$ cat config.mk
export PLATFORM = sky130hd
export DESIGN_NAME = hazard_unit
export DESIGN_NICKNAME = d
export VERILOG_FILES = /design/src/rtl/hazard_pkg.sv /design/src/rtl/hz_perf_cnt.sv /design/src/rtl/hazard_unit.sv
export SDC_FILE = /design/constraint.sdc
export NUM_CORES = 1
export LEC_CHECK = 0
export BUFFER_PORTS_ARGS = -buffer_cell sky130_fd_sc_hd__buf_2
export CORE_ASPECT_RATIO = 1.1
export CORE_UTILIZATION = 48
export DETAILED_ROUTE_END_ITERATION = 6
export PLACE_DENSITY = 0.8
export SLEW_MARGIN = 25
export SYNTH_ARGS = -nofsm -noshare
export SYNTH_HDL_FRONTEND = slang
export SYNTH_SLANG_ARGS = --single-unit
$ cat constraint.sdc
create_clock -name clk_i -period 3 [get_ports clk_i]
set_input_delay 0.3 -clock clk_i [delete_from_list [all_inputs] [get_ports clk_i]]
set_output_delay 0.3 -clock clk_i [all_outputs]
set_load 0.02 [all_outputs]
$ cat src/rtl/hazard_pkg.sv
// Shared types and helpers for the RVX10-P hazard unit.
//   fwd_sel_t  : operand forwarding select driven onto the SrcA/SrcB muxes
//   mc_state_t : multi-cycle execute handshake state
//   fwd_sel()  : forwarding priority (M-stage result is younger, so it wins over W)
package hazard_pkg;

  typedef enum logic [1:0] {
    FWD_RF = 2'b00,
    FWD_W  = 2'b01,
    FWD_M  = 2'b10
  } fwd_sel_t;

  typedef enum logic {
    MC_IDLE = 1'b0,
    MC_BUSY = 1'b1
  } mc_state_t;

  // x0 is hard-wired zero, so a write to it never produces a forwardable value.
  function automatic fwd_sel_t fwd_sel(
    input logic       regwrite_m,
    input logic [4:0] rd_m,
    input logic       regwrite_w,
    input logic [4:0] rd_w,
    input logic [4:0] rs_e
  );
    fwd_sel_t sel;
    if (regwrite_m && (rd_m != 5'd0) && (rd_m == rs_e)) begin
      sel = FWD_M;
    end else if (regwrite_w && (rd_w != 5'd0) && (rd_w == rs_e)) begin
      sel = FWD_W;
    end else begin
      sel = FWD_RF;
    end
    return sel;
  endfunction

endpackage

$ cat src/rtl/hz_perf_cnt.sv
// Wrapping performance counter.
//   clk_i  : clock, rising edge
//   rst_i  : asynchronous active-high reset (count -> 0)
//   clr_i  : synchronous clear; takes priority over en_i in the same cycle
//   en_i   : count this cycle
//   cnt_o  : current count, wraps modulo 2^CNT_W
module hz_perf_cnt #(
  parameter int CNT_W = 32
) (
  input  logic             clk_i,
  input  logic             rst_i,
  input  logic             clr_i,
  input  logic             en_i,
  output logic [CNT_W-1:0] cnt_o
);

  logic [CNT_W-1:0] cnt_q;
  logic [CNT_W-1:0] cnt_d;

  // Next count: clear beats increment.
  always_comb begin
    cnt_d = cnt_q;
    if (clr_i) begin
      cnt_d = {CNT_W{1'b0}};
    end else if (en_i) begin
      cnt_d = cnt_q + {{(CNT_W-1){1'b0}}, 1'b1};
    end else begin
      cnt_d = cnt_q;
    end
  end

  // Count register.
  always_ff @(posedge clk_i or posedge rst_i) begin
    if (rst_i) begin
      cnt_q <= {CNT_W{1'b0}};
    end else begin
      cnt_q <= cnt_d;
    end
  end

  assign cnt_o = cnt_q;

endmodule

$ cat src/rtl/hazard_unit.sv
// RVX10-P hazard unit: forwarding selects, load-use stall, branch flush, and a
// multi-cycle execute handshake with timeout, plus three perf counters.
//   Inputs : clk_i, reset_i (async, active-high), Decode/Execute source regs,
//            E/M/W dest regs, ResultSrcE0_i (load in E), PCSrcE_i (taken in E),
//            RegWriteM_i/W_i, McStartE_i/McDoneE_i handshake, PerfClr_i.
//   Outputs: StallF/D/E, FlushD/E/M, ForwardAE/BE, sticky McErr_o,
//            StallCnt_o, LoadUseCnt_o, FlushCnt_o.
module hazard_unit
  import hazard_pkg::*;
#(
  parameter int CNT_W      = 32,
  parameter int MC_TIMEOUT = 64
) (
  input  logic             clk_i,
  input  logic             reset_i,
  input  logic [4:0]       Rs1D_i,
  input  logic [4:0]       Rs2D_i,
  input  logic [4:0]       Rs1E_i,
  input  logic [4:0]       Rs2E_i,
  input  logic [4:0]       RdE_i,
  input  logic [4:0]       RdM_i,
  input  logic [4:0]       RdW_i,
  input  logic             ResultSrcE0_i,
  input  logic             PCSrcE_i,
  input  logic             RegWriteM_i,
  input  logic             RegWriteW_i,
  input  logic             McStartE_i,
  input  logic             McDoneE_i,
  input  logic             PerfClr_i,
  output logic             StallF_o,
  output logic             StallD_o,
  output logic             StallE_o,
  output logic             FlushD_o,
  output logic             FlushE_o,
  output logic             FlushM_o,
  output logic [1:0]       ForwardAE_o,
  output logic [1:0]       ForwardBE_o,
  output logic             McErr_o,
  output logic [CNT_W-1:0] StallCnt_o,
  output logic [CNT_W-1:0] LoadUseCnt_o,
  output logic [CNT_W-1:0] FlushCnt_o
);

  localparam int             EL_W    = $clog2(MC_TIMEOUT);
  localparam logic [EL_W-1:0] EL_LAST = EL_W'(MC_TIMEOUT - 1);

  mc_state_t        state_q, state_d;
  logic [EL_W-1:0]  elapsed_q, elapsed_d;
  logic             mc_err_q, mc_err_d;
  logic             mc_stall_s;
  logic             lw_stall_s;

  assign ForwardAE_o = fwd_sel(RegWriteM_i, RdM_i, RegWriteW_i, RdW_i, Rs1E_i);
  assign ForwardBE_o = fwd_sel(RegWriteM_i, RdM_i, RegWriteW_i, RdW_i, Rs2E_i);

  assign lw_stall_s = ResultSrcE0_i && (RdE_i != 5'd0) &&
                      ((Rs1D_i == RdE_i) || (Rs2D_i == RdE_i));

  // Multi-cycle handshake next state. The stall is raised combinationally on
  // the start cycle so a same-cycle done costs nothing; on timeout the stall
  // drops in the final busy cycle and the datapath discards the result.
  always_comb begin
    state_d    = state_q;
    elapsed_d  = elapsed_q;
    mc_err_d   = mc_err_q;
    mc_stall_s = 1'b0;
    case (state_q)
      MC_IDLE: begin
        if (McStartE_i && !McDoneE_i) begin
          state_d    = MC_BUSY;
          elapsed_d  = {EL_W{1'b0}};
          mc_stall_s = 1'b1;
        end else begin
          state_d = MC_IDLE;
        end
      end
      MC_BUSY: begin
        if (McDoneE_i) begin
          state_d = MC_IDLE;
        end else if (elapsed_q == EL_LAST) begin
          state_d  = MC_IDLE;
          mc_err_d = 1'b1;
        end else begin
          mc_stall_s = 1'b1;
          elapsed_d  = elapsed_q + {{(EL_W-1){1'b0}}, 1'b1};
        end
      end
      default: begin
        state_d   = MC_IDLE;
        elapsed_d = {EL_W{1'b0}};
      end
    endcase
  end

  // Handshake state, elapsed counter and sticky error flag.
  always_ff @(posedge clk_i or posedge reset_i) begin
    if (reset_i) begin
      state_q   <= MC_IDLE;
      elapsed_q <= {EL_W{1'b0}};
      mc_err_q  <= 1'b0;
    end else begin
      state_q   <= state_d;
      elapsed_q <= elapsed_d;
      mc_err_q  <= mc_err_d;
    end
  end

  // A stalled E stage must keep its instruction, so flushes are suppressed
  // (and a branch decision in E is ignored) while the multi-cycle op holds E.
  assign StallF_o = lw_stall_s | mc_stall_s;
  assign StallD_o = lw_stall_s | mc_stall_s;
  assign StallE_o = mc_stall_s;
  assign FlushM_o = mc_stall_s;
  assign FlushD_o = PCSrcE_i & ~mc_stall_s;
  assign FlushE_o = (lw_stall_s | PCSrcE_i) & ~mc_stall_s;
  assign McErr_o  = mc_err_q;

  hz_perf_cnt #(.CNT_W(CNT_W)) u_stall_cnt (
    .clk_i (clk_i),
    .rst_i (reset_i),
    .clr_i (PerfClr_i),
    .en_i  (StallF_o),
    .cnt_o (StallCnt_o)
  );

  hz_perf_cnt #(.CNT_W(CNT_W)) u_load_use_cnt (
    .clk_i (clk_i),
    .rst_i (reset_i),
    .clr_i (PerfClr_i),
    .en_i  (lw_stall_s & ~mc_stall_s),
    .cnt_o (LoadUseCnt_o)
  );

  hz_perf_cnt #(.CNT_W(CNT_W)) u_flush_cnt (
    .clk_i (clk_i),
    .rst_i (reset_i),
    .clr_i (PerfClr_i),
    .en_i  (PCSrcE_i & ~mc_stall_s),
    .cnt_o (FlushCnt_o)
  );

endmodule

==> results of run 1 <==
==> cells in the final DEF (no fill, tap or decap), drive strengths merged, types with 4 or more instances in the layout <==
master    n
nor3      4
and2      4
nor4      6
inv      10
or3      36
xnor2    27
a21oi    56
clkbuf   12
nand4    24
and3     21
o31ai    17
nor2     55
xor2     42
and4     11
dfrtp   104
buf     158
or4      22
nand2    56
o21ai    42
ha        4
nand3    32
nor2b     4
==> layout make-up <==
cell class | instances | area, sq um
inverter | 11 | 47.5
tap | 150 | 188
clock inverter | 4 | 51.3
timing repair buffer | 159 | 846
fill | 1019 | 4610
multi-input combinational | 482 | 2930
sequential | 104 | 2600
clock buffer | 12 | 267
==> worst max path at each step <==
stage                                            to  slack, ps  cells after the start
5_1_grt        u_load_use_cnt.cnt_o[15]$_DFFE_PP0P_        130                      8
6_report       u_load_use_cnt.cnt_o[15]$_DFFE_PP0P_        320                      8
4_1_cts        u_load_use_cnt.cnt_o[15]$_DFFE_PP0P_        330                      8
2_1_floorplan                              StallF_o        540                     11
3_3_place_gp   u_load_use_cnt.cnt_o[15]$_DFFE_PP0P_        460                      8
3_5_place_dp   u_load_use_cnt.cnt_o[15]$_DFFE_PP0P_        360                      8
==> cell families (layout without fill, tap and decap cells) <==
family,count (synthesis),after routing
buf+inv,43,186
simple gates,278,278
mux,5,5
flops,104,104
fa+ha+maj,4,4
xor+xnor,69,69
compound gates,126,126
==> metrics by stage <==
step	total power, uW	hold slack (ps)
6_report	2900	338
5_1_grt	3000	372
4_1_cts	2920	325
3_5_place_dp	1700	230
3_3_place_gp	1690	227
2_1_floorplan	1600	463
==> timing repair <==
item	CTS	global route
endpoints found under the hold margin	5	0
hold buffers	1	0
setup endpoints to repair	0	0
==> critical path, delay by kind of cell, from the launching register on <==
family | cells | cell delay, ps
simple gates | 4 | 1220
flops | 1 | 410
mux | 1 | 370
fa+ha+maj | 1 | 240
compound gates | 1 | 220
buf+inv | 1 | 110
==> registers in the layout, summed over array words and instances (netlist names) <==
signal,cells
elapsed_q,6
u_stall_cnt.cnt_o,32
u_flush_cnt.cnt_o,32
McErr_o,1
state_q,1
u_load_use_cnt.cnt_o,32
==> metal layers <==
metal  share of wire  GRT usage  vias to the layer above
met1            0.42      0.303                     2619
li1                -          -                     2542
met4           0.019     0.0935                        0
met3           0.061     0.0469                       20
met2            0.50      0.419                      204
met5               0          0                        -
==> report_power, final <==
group	leakage [uW]	internal, uW	total, uW	switching (uW)
Sequential	0.00145	1410	1430	17.0
Clock	0.000155	715	1220	507
Combinational	0.00162	85.1	246	161
==> impl_metrics.tcl, run 1 <==
set metrics [dict create \
    status "finished clean" \
    cp_cell_sequence "ha_1, and4_4, a31o_1, inv_4, nor2_2, nand3_2, nor4_1, mux2_2" \
    synth_top_cells_by_count "dfrtp_1 (104), a21oi_1 (55), nand2_1 (55)" \
    rr_worst_depth 8 \
    setup_ws_ps 317 \
    ys_seq_elements 104 \
    final_util 0.601 \
    cp_slowest_cell "nor4_1" \
    gp_congestion 0.851 \
    die_w_microns 106 \
    yosysTopAreaCell "dfrtp_1" \
    die_area_sq_um 12400 \
    min_to "elapsed_q[4]$_DFFE_PP0P_" \
    cts-root-buf "clkbuf_16" \
    crit_fanout 24 \
    pin_count 151 \
    clock-sinks 104 \
    syn_avg_cell_area_sq_um 9.12 \
    syn_inst 629 \
    final_nets 815 \
    drv_slew 0 \
    final.setup.tns_ps 0 \
    muxShareOfSynthArea 0.00938 \
    synth_compound_area_frac 0.125 \
    num_vias 5385 \
    worstPathArrival_ps 2910 \
    critPathCaptureType "register" \
    r2r-start "elapsed_q[0]$_DFFE_PP0P_" \
    power_density_nw_per_um2 418 \
    cts_tree "built" \
    rsz0062_at_grt "false" \
    regToRegEndpoint "u_load_use_cnt.cnt_o[15]$_DFFE_PP0P_" \
    wire_per_inst_microns 16.1 \
    grt_pass1_vias 5115 \
    start_kind "register" \
    stdcell_count 922 \
    post_dp_cell_area_sq_um 6610 \
    synthAdderAreaFrac 0.00873 \
    htreeDepth 3 \
    startpoint "elapsed_q[0]$_DFFE_PP0P_" \
    drc 0 \
    hold_viol 0 \
    min_from "McStartE_i" \
    finalClockSkew_ps 8.93 \
    grt_use_total 0.243 \
    period_share 0.894 \
    postLayoutCellArea_sq_um 6940 \
    drt-pass1-iter-count 5 \
    ant_nets 0 \
    fmax_ghz 0.373 \
    syn-num-nets 677 \
    setup_violations 0 \
    clk_latency_ps 350 \
    crit_type "register to register" \
    synthTopCellsByArea "dfrtp_1 (45%), xor2_1 (6.4%), a21oi_1 (4.8%)" \
    synth_edf_count 0 \
    wirelength_microns 14800 \
    grt_pass1_wl_microns 24100 \
    die_height_microns 117 \
    slowest_delay_ps 420 \
    worstMarginPinSlew_ps 619 \
    finalWorstPathRequiredPeriod_ps 2680 \
    cts.path.max_buffers 2 \
    ys.flop_type "dfrtp_1" \
    coreArea_sq_um 11500 \
    cts_made_buffers 9 \
    hold_class "input pin to register" \
    numPortBuffers 150 \
    drt_iter0_markers 285 \
    antenna_found_initial 0 \
    cts_setup_buffers 0 \
    hpwl_microns 10500 \
    drv_cap 0 \
    yosys.cell_count.top_type "dfrtp_1" \
    synth_top_area_frac 0.454 \
    placed_cells 905 \
    layout-drive-gt1-share 0.242 \
    initial_utilization 0.497 \
    antenna_cells 0 \
    synth_cell_types 47 \
    grt.overflow.total 0 \
    synth_xor_area_frac 0.105 \
    netlist_area_sq_um 5730 \
    async_flop_share 1.00 \
    dp_slack_ps 355 \
    rows 41 \
    ctsResizeCount 0 \
    peakVddDrop_uv 253 \
    seq_area_frac_synth 0.454 \
    cp.required_ps 3230 \
    vias_per_cell 5.84 \
    leakagePower_uw 0.00322 \
    reg2reg_slack_ps 320 \
    path_clk_slew_ps 70 \
    grt_max_degree 71 \
    relSlewSlack 0.587 \
    synth_top_family_by_area "simple AND/OR/NAND/NOR gates" \
    area_growth_pct 20.9 \
    yosys.area_share.simple 0.263 \
    yosysWarnings 0 \
    hold_depth 4 \
]
No activity file was read; power rests on OpenSTA's default activity.
==> run 2, diff against run 1 <==
--- a/config.mk
+++ b/config.mk
@@ -8,7 +8,9 @@
 export BUFFER_PORTS_ARGS = -buffer_cell sky130_fd_sc_hd__buf_2
 export CORE_ASPECT_RATIO = 1.1
 export CORE_UTILIZATION = 48
+export CTS_CLUSTER_DIAMETER = 50
 export DETAILED_ROUTE_END_ITERATION = 6
+export MAX_ROUTING_LAYER = met4
 export PLACE_DENSITY = 0.8
 export SLEW_MARGIN = 25
 export SYNTH_ARGS = -nofsm -noshare
==> run 2 against run 1 <==
Combinational power is essentially flat; setup slack better by 19 ps; via count decreased by 0.33%; sequential cell count unchanged; register-to-register slack better by 20 ps; critical path type unchanged; first-iteration DRC count rose by 5.3%; largest cell class unchanged; highest routed layer unchanged; critical path depth unchanged; power is essentially flat.
==> impl_metrics.tcl, run 2 (same netlist as run 1, synthesis figures left out) <==
set metrics [dict create \
    num_vias 5367 \
    regToRegEndpoint "u_load_use_cnt.cnt_o[15]$_DFFE_PP0P_" \
    peakVddDrop_uv 256 \
    grt_pass1_vias 5097 \
    power_density_nw_per_um2 418 \
    p_total_uw 2900 \
    cp.buffers_inverters 1 \
    hold_viol 0 \
    die_height_microns 117 \
    layout_common_cells "buf_2 (150), dfrtp_1 (104), a21oi_1 (55), nand2_1 (55), nor2_1 (54)" \
    pin_count 151 \
    antenna_found_initial 0 \
    htreeDepth 3 \
    wire_per_inst_microns 16.1 \
    setup_violations 0 \
    r2r-start "elapsed_q[0]$_DFFE_PP0P_" \
    crit_type "register to register" \
    cp_cell_sequence "ha_1, and4_4, a31o_1, inv_4, nor2_2, nand3_2, nor4_1, mux2_2" \
    grt_max_degree 71 \
    fmax_ghz 0.375 \
    clock-sinks 104 \
    grt_pass1_wl_microns 24100 \
    wirelength_microns 14800 \
    min_from "McStartE_i" \
    layout-drive-gt1-share 0.242 \
    drt-pass1-iter-count 5 \
    drt_iter0_markers 300 \
    period_share 0.888 \
    grt.overflow.total 0 \
    path_clk_slew_ps 70 \
    gp_congestion 0.865 \
    cp_slowest_cell "dfrtp_1" \
    finalWorstPathRequiredPeriod_ps 2660 \
    vias_per_cell 5.82 \
    antenna_cells 0 \
    final.setup.tns_ps 0 \
    ant_nets 0 \
    crit_fanout 24 \
    relSlewSlack 0.585 \
    hold_class "input pin to register" \
    leakagePower_uw 0.00322 \
    coreArea_sq_um 11500 \
    die_area_sq_um 12400 \
    status "finished clean" \
    path_depth 8 \
    final_nets 815 \
    cts_tree "built" \
    finalClockSkew_ps 9.75 \
    ctsResizeCount 0 \
    die_w_microns 106 \
    hpwl_microns 10500 \
    endpoint "u_load_use_cnt.cnt_o[15]$_DFFE_PP0P_" \
    final_common_cell "buf_2" \
    cp.required_ps 3230 \
    cts_made_buffers 9 \
    drv_slew 0 \
    clk_latency_ps 350 \
    initial_utilization 0.497 \
    area_growth_pct 20.9 \
    startpoint "elapsed_q[0]$_DFFE_PP0P_" \
    grt_use_total 0.251 \
    cp_top_family "simple AND/OR/NAND/NOR gates" \
    worstPathArrival_ps 2890 \
    rr_worst_depth 8 \
    reg2reg_slack_ps 340 \
    drc 0 \
    critPathCaptureType "register" \
    numPortBuffers 150 \
    worstMarginPinSlew_ps 622 \
    rows 41 \
    slowest_delay_ps 410 \
    cts.path.max_buffers 2 \
    rsz0062_at_grt "false" \
    start_kind "register" \
    drv_cap 0 \
    cts-root-buf "clkbuf_16" \
]
==> run 2: cell counts in the layout (fill, tap and decap cells not counted) <==
No cell type changed its count.
==> run 2: metrics by stage <==
stage | setup WS (ps) | area, sq um | hold slack, ps | utilization | std cells
after floorplan | 540 | 5740 | 463 | - | 629
after global placement | 464 | 6610 | 227 | 0.572 | 905
after detailed placement | 355 | 6610 | 230 | 0.572 | 905
after CTS | 332 | 6940 | 325 | 0.601 | 922
after global routing | 128 | 6940 | 370 | 0.601 | 922
final | 337 | 6940 | 336 | 0.601 | 922
==> run 2: where the power goes <==
part	internal [uW]	switching (uW)
clock	715	508
combinational	85.1	161
sequential	1410	16.9
==> run 2: cell type report <==
class	count	area, sq um
fillers	1019	4610
well taps	150	188
repair buffers	159	846
clock inverters	4	51.3
clock buffers	12	267
inverters	11	47.5
multi-input cells	482	2930
flip-flops and latches	104	2600
==> run 2: per-layer routing <==
layer,GRT usage,routed length [microns],vias to the layer above
li1,-,-,2536
met1,0.308,6200,2612
met2,0.419,7470,199
met3,0.0402,848,20
met4,0.0935,283,0
met5,-,0,-
==> run 2: worst min-delay path, cell delays in order <==
cell and delay [ps]:
buf_2 90, nand2_1 40, a21oi_1 140, a311oi_1 60
==> run 2: what timing repair did <==
action | 4_1_cts | 5_1_grt
buffers inserted | 0 | 0
hold buffers | 1 | 0
hold endpoints to repair | 5 | 0
==> run 2: worst min-delay path by stage <==
| stage | cells past startpoint | to |
|---|---|---|
| final | 4 | elapsed_q[4]$_DFFE_PP0P_ |
| after global placement | 2 | u_stall_cnt.cnt_o[4]$_DFFE_PP0P_ |
| after CTS | 4 | elapsed_q[4]$_DFFE_PP0P_ |
| after floorplan | 2 | elapsed_q[1]$_DFFE_PP0P_ |
| after global routing | 4 | elapsed_q[4]$_DFFE_PP0P_ |
| after detailed placement | 2 | u_stall_cnt.cnt_o[4]$_DFFE_PP0P_ |
==> run 3, diff against run 2 <==
--- a/config.mk
+++ b/config.mk
@@ -6,7 +6,7 @@
 export NUM_CORES = 1
 export LEC_CHECK = 0
 export BUFFER_PORTS_ARGS = -buffer_cell sky130_fd_sc_hd__buf_2
-export CORE_ASPECT_RATIO = 1.1
+export CORE_ASPECT_RATIO = 0.8
 export CORE_UTILIZATION = 48
 export CTS_CLUSTER_DIAMETER = 50
 export DETAILED_ROUTE_END_ITERATION = 6
==> run 3 against run 2 <==
Sequential power hardly changed; critical path depth unchanged; routed wire length fell by 1.1%; register-to-register slack barely moved; via count is 0.58% lower; sequential share of layout area rose by 0.29 points; cell area down 0.76%; combinational power is 2% lower; setup slack improved by 4.3 ps; critical endpoint unchanged; largest cell class unchanged; highest routed layer unchanged.
==> impl_metrics.tcl, run 3 (same netlist as run 1, synthesis figures left out) <==
set metrics [dict create \
    switching_power_uw 694 \
    finalClockSkew_ps 5.83 \
    use_met2 0.365 \
    rr_worst_depth 8 \
    seq_power_share 0.515 \
    drt_iter0_markers 337 \
    initial_utilization 0.496 \
    regToRegEndpoint "u_load_use_cnt.cnt_o[15]$_DFFE_PP0P_" \
    cts_setup_buffers 0 \
    cp.required_ps 3230 \
    die_height_microns 99.8 \
    relSlewSlack 0.469 \
    gp_congestion 0.971 \
    final.setup.tns_ps 0 \
    layout-drive-gt1-share 0.241 \
    rsz0062_at_grt "false" \
    wirelength_microns 14600 \
    cts_tree "built" \
    coreArea_sq_um 11600 \
    grt_pass1_wl_microns 24400 \
    clk_latency_ps 340 \
    period_share 0.886 \
    wire_per_inst_microns 15.9 \
    internal_power_uw 2080 \
    pin_count 151 \
    rows 35 \
    numPortBuffers 150 \
    hold_viol 0 \
    fmax_ghz 0.376 \
    worstMarginPinSlew_ps 797 \
    crit_type "register to register" \
    grt_pass1_vias 4997 \
    hold_class "input pin to asynchronous set/reset pin" \
    combPwrFrac 0.087 \
    path_clk_slew_ps 70 \
    cts-root-buf "clkbuf_16" \
    clkPwrFrac 0.398 \
    dp_slack_ps 370 \
    drc 0 \
    final_common_cell "buf_2" \
    critPathCaptureType "register" \
    r2r-start "elapsed_q[0]$_DFFE_PP0P_" \
    grt.overflow.total 0 \
    drt-pass1-iter-count 4 \
    vias_per_cell 5.80 \
    crit_fanout 24 \
    power_density_nw_per_um2 403 \
    grt_max_degree 76 \
    cts_made_buffers 9 \
    layout_common_cells "buf_2 (150), dfrtp_1 (104), a21oi_1 (55), nand2_1 (55), nor2_1 (54)" \
    cts.path.max_buffers 2 \
    use_met3 0.0576 \
    reg2reg_slack_ps 340 \
    sw_frac_of_total 0.250 \
    status "finished clean" \
    setup_violations 0 \
    cts_hold_buf 0 \
    peakVddDrop_uv 315 \
    num_vias 5336 \
    ctsResizeCount 0 \
    area_growth_pct 20.0 \
    setup_ws_ps 341 \
    die_area_sq_um 12400 \
    grt_util_met1 0.336 \
    ant_nets 0 \
    leakagePower_uw 0.00320 \
    nFillCells 988 \
    worstPathArrival_ps 2890 \
    finalWorstPathRequiredPeriod_ps 2660 \
    htreeDepth 3 \
    drv_cap 0 \
    hpwl_microns 10400 \
    final_nets 814 \
    start_kind "register" \
    antenna_found_initial 1 \
    top_usage_layer "met2" \
    clock-sinks 104 \
    die_w_microns 124 \
    grt_use_total 0.250 \
    drv_slew 0 \
]
-- run 3: worst max-delay path by stage --
| stage | slack [ps] | endpoint | from | depth (start not counted) |
|---|---|---|---|---|
| after floorplan | 540 | StallF_o | elapsed_q[0]$_DFFE_PP0P_ | 11 |
| after global routing | 100 | u_load_use_cnt.cnt_o[15]$_DFFE_PP0P_ | elapsed_q[0]$_DFFE_PP0P_ | 8 |
| after detailed placement | 370 | u_load_use_cnt.cnt_o[15]$_DFFE_PP0P_ | elapsed_q[0]$_DFFE_PP0P_ | 8 |
| final | 340 | u_load_use_cnt.cnt_o[15]$_DFFE_PP0P_ | elapsed_q[0]$_DFFE_PP0P_ | 8 |
| after global placement | 500 | u_load_use_cnt.cnt_o[15]$_DFFE_PP0P_ | elapsed_q[0]$_DFFE_PP0P_ | 8 |
| after CTS | 360 | u_load_use_cnt.cnt_o[15]$_DFFE_PP0P_ | elapsed_q[0]$_DFFE_PP0P_ | 8 |
-- run 3: power by group through the flow --
stage	sequential (uW)	combinational, uW	clock (uW)
2_1_floorplan	1460	146	0
3_3_place_gp	1450	235	0
3_5_place_dp	1460	243	0
4_1_cts	1430	244	1120
5_1_grt	1430	272	1180
6_report	1430	241	1110
-- run 3: layout make-up --
class                      instances  area, sq um  area share
tap                              148          185      0.0269
clock inverter                     5         32.5     0.00473
timing repair buffer             158          836       0.121
inverter                          11         47.5     0.00691
antenna                            1         2.50    0.000364
sequential                       104         2600       0.378
clock buffer                      11          243      0.0353
multi-input combinational        482         2930       0.426
-- run 3: stage by stage --
step	power, uW	instances	utilization	hold WS, ps	cell area [sq um]
after floorplan	1600	629	-	463	5740
after detailed placement	1700	903	0.571	438	6610
final	2780	920	0.595	57.5	6880
after global placement	1690	903	0.571	433	6610
after CTS	2800	919	0.595	67.4	6880
after global routing	2880	920	0.595	109	6880
-- run 3: worst max-delay path: stages (launching register included) --
cell and delay, ps:
dfrtp_1 400, ha_1 240, and4_4 280, a31o_1 220, inv_4 110, nor2_2 150
nand3_2 370, nor4_1 410, mux2_2 370
-- run 3: metal layers --
| layer | vias up | wire (microns) |
|---|---|---|
| li1 | 2546 | - |
| met1 | 2592 | 6590 |
| met2 | 177 | 6870 |
| met3 | 21 | 962 |
| met4 | 0 | 216 |
| met5 | - | 0 |
